===== src/rtl/slave_internal_response_b_arbiter.sv =====
// Merges N_SRC internal write-response sources into one AXI B channel via a
// round-robin or fixed-priority arbiter feeding a response FIFO.
module slave_internal_response_b_arbiter #(
    parameter int N_SRC      = 2,
    parameter int ID_WIDTH   = 8,
    parameter int FIFO_DEPTH = 4,
    parameter int ARB_MODE   = 0
) (
    input  logic                          ACLK,
    input  logic                          ARESET,
    input  logic [N_SRC-1:0]              src_bvalid,
    output logic [N_SRC-1:0]              src_bready,
    input  logic [N_SRC*ID_WIDTH-1:0]     src_bid,
    input  logic [N_SRC*2-1:0]            src_bresp,
    output logic                          BVALID,
    input  logic                          BREADY,
    output logic [ID_WIDTH-1:0]           BID,
    output logic [1:0]                    BRESP,
    output logic [$clog2(FIFO_DEPTH):0]   fifo_count
);

    localparam int PW = $clog2(FIFO_DEPTH);
    localparam int SW = $clog2(N_SRC);
    localparam int EW = ID_WIDTH + 2;

    typedef logic [EW-1:0] entry_t;

    entry_t         mem [FIFO_DEPTH];
    entry_t         head;
    entry_t         last_popped;
    entry_t         push_entry;
    logic [PW-1:0]  rd_ptr;
    logic [PW-1:0]  wr_ptr;
    logic [SW-1:0]  rr_ptr;
    logic [SW-1:0]  grant_idx;
    logic [N_SRC-1:0] eligible;
    logic           full;
    logic           push;
    logic           pop;

    assign full = (fifo_count == (PW+1)'(FIFO_DEPTH));

    // Full FIFO blocks all grants, even when a pop happens in the same cycle.
    always_comb begin
        int unsigned idx;
        idx        = 0;
        eligible   = (full || ARESET) ? '0 : src_bvalid;
        src_bready = '0;
        grant_idx  = '0;
        push       = 1'b0;
        if (ARB_MODE == 1) begin
            for (int unsigned i = 0; i < N_SRC; i++) begin
                if (eligible[i]) begin
                    grant_idx = SW'(i);
                    push      = 1'b1;
                end
            end
        end else begin
            for (int unsigned i = 0; i < N_SRC; i++) begin
                idx = int'(rr_ptr) + i;
                if (idx >= N_SRC) idx = idx - N_SRC;
                if (!push && eligible[idx]) begin
                    grant_idx = SW'(idx);
                    push      = 1'b1;
                end
            end
        end
        if (push) src_bready[grant_idx] = 1'b1;
    end

    assign push_entry = {src_bid[grant_idx*ID_WIDTH +: ID_WIDTH], src_bresp[grant_idx*2 +: 2]};
    assign head       = mem[rd_ptr];
    assign BVALID     = (fifo_count != '0);
    assign pop        = BVALID && BREADY;
    // When empty, the outputs show the last popped entry rather than stale RAM.
    assign {BID, BRESP} = BVALID ? head : last_popped;

    always_ff @(posedge ACLK) begin
        if (push) mem[wr_ptr] <= push_entry;
    end

    always_ff @(posedge ACLK) begin
        if (ARESET) begin
            rd_ptr      <= '0;
            wr_ptr      <= '0;
            rr_ptr      <= '0;
            fifo_count  <= '0;
            last_popped <= '0;
        end else begin
            if (push) begin
                wr_ptr <= wr_ptr + 1'b1;
                rr_ptr <= (grant_idx == SW'(N_SRC-1)) ? '0 : grant_idx + 1'b1;
            end
            if (pop) begin
                rd_ptr      <= rd_ptr + 1'b1;
                last_popped <= head;
            end
            if (push && !pop)      fifo_count <= fifo_count + 1'b1;
            else if (pop && !push) fifo_count <= fifo_count - 1'b1;
        end
    end

endmodule

===== config.mk =====
export PLATFORM = sky130hd
export DESIGN_NAME = slave_internal_response_b_arbiter
export DESIGN_NICKNAME = d
export VERILOG_FILES = /design/src/rtl/slave_internal_response_b_arbiter.sv
export SDC_FILE = /design/constraint.sdc
export NUM_CORES = 1
export LEC_CHECK = 0
export CAP_MARGIN = 10
export CORE_ASPECT_RATIO = 0.9
export CORE_MARGIN = 4
export CORE_UTILIZATION = 45
export CTS_CLUSTER_DIAMETER = 100
export DETAILED_ROUTE_END_ITERATION = 16
export PLACE_DENSITY = 0.78
export SLEW_MARGIN = 20
export SYNTH_ARGS = -nofsm -noshare
export SYNTH_HDL_FRONTEND = slang
export SYNTH_SLANG_ARGS = --single-unit

===== constraint.sdc =====
create_clock -name ACLK -period 2.7 [get_ports ACLK]
set_input_delay 0.81 -clock ACLK [delete_from_list [all_inputs] [get_ports ACLK]]
set_output_delay 0.81 -clock ACLK [all_outputs]
set_load 0.01 [all_outputs]

==> results.cfg <==
[logic_synthesis]
synth_top_area_share_pct = 46.3
synth_seq_cells = 60
async_flop_share_pct = 0
synth-adder-area-share_pct = 3.18
synth_top_family_by_area = multiplexers
synth_area_um2 = 2600
synth_top_area_cell = edfxtp_1
synth_edf_count = 40
syn-num-nets = 206
ys_types = 32
avgSynthCellArea_um2 = 14.8
synth-seq-area-share_pct = 61.7
synth_compound_area_share_pct = 4.05
synthTopCellsByArea = edfxtp_1 (46%), dfxtp_1 (15%), mux4_2 (8.7%)
synth_ff_type = edfxtp_1
synth_common_cells = edfxtp_1 (40), dfxtp_1 (20), nand2_1 (20)
synth_cells = 175
muxShareOfSynthArea_pct = 19.3
yosys_warnings = 0
synth-xor-area-share_pct = 1.01
yosysMostFrequentCell = edfxtp_1
synth-simple-area-share_pct = 7.66

[floorplanning]
start_util_pct = 48.0
die_w_um = 88.1
chipHeight_um = 80.1
ios = 41
die_area_um2 = 7050
core_um2 = 5410
rows = 25

[worst_hold_path]
hp-class = register to register
min_to = last_popped[5]
min_from = last_popped[5]
hold-path-cell-count = 2

[cells_and_area]
seq_area_um2 = 1610
diodes = 0
nets = 263
area_delta_synth_final_pct = 29.1
drive_gt1_share_pct = 32.5
fin_util_pct = 61.9
nFillCells = 421
multiInputGateArea_um2 = 923
design_area_um2 = 3350

[sta]
rsz0062_at_grt = no
worst_pin_slew_ps = 508
hold-worst-slack_ps = 452
maxSlewHeadroom_pct = 66.2
fin_skew_ps = 8.78
max_clock_freq_ghz = 0.383
fin_ws_ps = 85.8
finalSetupViolCount = 0
fin_crit_sh_pct = 96.8
final-hold-violation-count = 0
final_max_slew_viol_count = 0
timing.final.crit_period_ps = 2610

[grt]
grt_usage_pct = 14.4
grt_max_degree = 17
antenna_found_initial = 0
gr-total-overflow = 0
grt_pass1_wl_mm = 7.47
first_global_vias = 1554

[worst_setup_path]
r2r-end = fifo_count[2]
crit_fanout = 5
r2r_start = fifo_count[0]
crit_arrival_ps = 1800
startpoint_type = register
path_class = register to output port
r2r_slack_ps = 450
cp-end-kind = output port
cp.required_ps = 1890
reg2regPathDepth = 9

[detailed_routing]
avgRoutedWirePerCell_um = 14.9
ant_nets = 0
vias_per_cell = 5.10
vias = 1550
drtIter0Drc = 49
dr.pass1.iters = 4
remaining_drc_errors = 0
wirelength_mm = 4.52

[pwr]
intPower_mw = 2.33
power_density_nw_per_um2 = 974
p_sw_share_pct = 28.7
power_frac_clock_pct = 25.6
peakVddDrop_mv = 0.482
leakage_nw = 1.26
net-switching-power_mw = 0.938
power_frac_seq_pct = 39.0
comb_power_share_pct = 35.4

[clock_tree]
worstSkewPairLatency_ps = 330
clockBufferDepth = 2
cts_max_level = 3
clkTransAtPathRegs_ps = 60
cts_tree = yes
cts_buffers = 9
ctsRootBufferMaster = clkbuf_8
cts.sinks = 60

[run_status]
outcome = complete, no violations

[placement]
hpwl_mm = 3.26
gp_congestion = 0.687
post-place-ws_ps = -496
placed_area_um2 = 3150
numPortBuffers = 40

[run]
maxCapViolations = 0
registers in the layout, summed over array words and instances, names as in the netlist, named ones only:
signal,count
rd_ptr,2
fifo_count,3
mem,40
wr_ptr,2
last_popped,10
rr_ptr,1
how the worst max path moves through the flow:
stage                  startpoint            end  slack [ps]  cells past startpoint
floorplan                  BREADY  fifo_count[2]         270                      9
global placement    src_bvalid[0]  src_bready[1]        -510                      4
detailed placement  src_bvalid[0]  src_bready[1]        -500                      4
CTS                 src_bvalid[0]  src_bready[1]         -60                      4
global route             register       BRESP[0]           7                      4
finish                   register       BRESP[0]          90                      4
per-stage QoR:
step	setup TNS (ps)	std cells	power [mW]
3_5_place_dp	-1780	286	2.51
3_3_place_gp	-1750	286	2.48
4_1_cts	-55.4	304	3.31
2_1_floorplan	0	175	1.99
6_report	0	304	3.27
5_1_grt	0	304	3.48
layout make-up:
| cell class | count | share of cell area [%] |
|---|---|---|
| Sequential cell | 60 | 47.9 |
| Multi-Input combinational cell | 98 | 27.5 |
| Timing Repair Buffer | 55 | 15.0 |
| Clock buffer | 11 | 3.92 |
| Tap cell | 67 | 2.50 |
| Clock inverter | 5 | 2.28 |
| Inverter | 8 | 0.896 |
layout by cell type (no fill, tap or decap), types with 2 or more instances in the layout:
cell type	instances
clkdlybuf4s50_1	25
mux2_2	13
dlymetal6s2s_1	2
nor3_1	2
nand2_1	20
dfxtp_1	19
and2_1	4
mux4_2	10
bufinv_16	2
a21oi_1	13
o21ai_0	2
clkbuf_8	9
ha_1	5
mux2_4	8
edfxtp_1	40
inv_1	8
buf_12	2
buf_4	12
or3_1	2
nor2_1	4
xor2_1	2
buf_2	11
clkbuf_1	2
power groups by stage:
stage / combinational (mW) / sequential [mW] / clock, mW
detailed placement: 1.23 / 1.28 / 0
CTS: 1.18 / 1.27 / 0.855
floorplan: 0.731 / 1.26 / 0
global route: 1.28 / 1.29 / 0.906
finish: 1.16 / 1.27 / 0.836
global placement: 1.21 / 1.27 / 0
critical path, stage by stage (launching register included):
cell and delay (ps):
dfxtp_4 380, buf_12 130, mux4_2 530, mux2_2 300, buf_2 140
metal layers:
| layer | GRT usage [%] | wire length [µm] |
|---|---|---|
| met5 | 0 | 0 |
| met4 | 4.23 | 59 |
| met3 | 5.95 | 372 |
| met2 | 22.7 | 2140 |
| met1 | 18.3 | 1940 |
what timing repair did:
item                       4_1_cts  5_1_grt
buffers inserted                 1        0
hold buffers                     0        0
setup endpoints to repair       12        5
cloned                           1        0
resized for setup               51        5
pin swaps                        2        1
cell families after synthesis:
logic type               Yosys count
buffers and inverters             17
multiplexers                      32
AO/OA/AOI/OAI                     19
XOR/XNOR                           3
AND/OR/NAND/NOR                   38
flip-flops                        60
adder cells (fa/ha/maj)            6
Power figures use the tool's default switching activity.
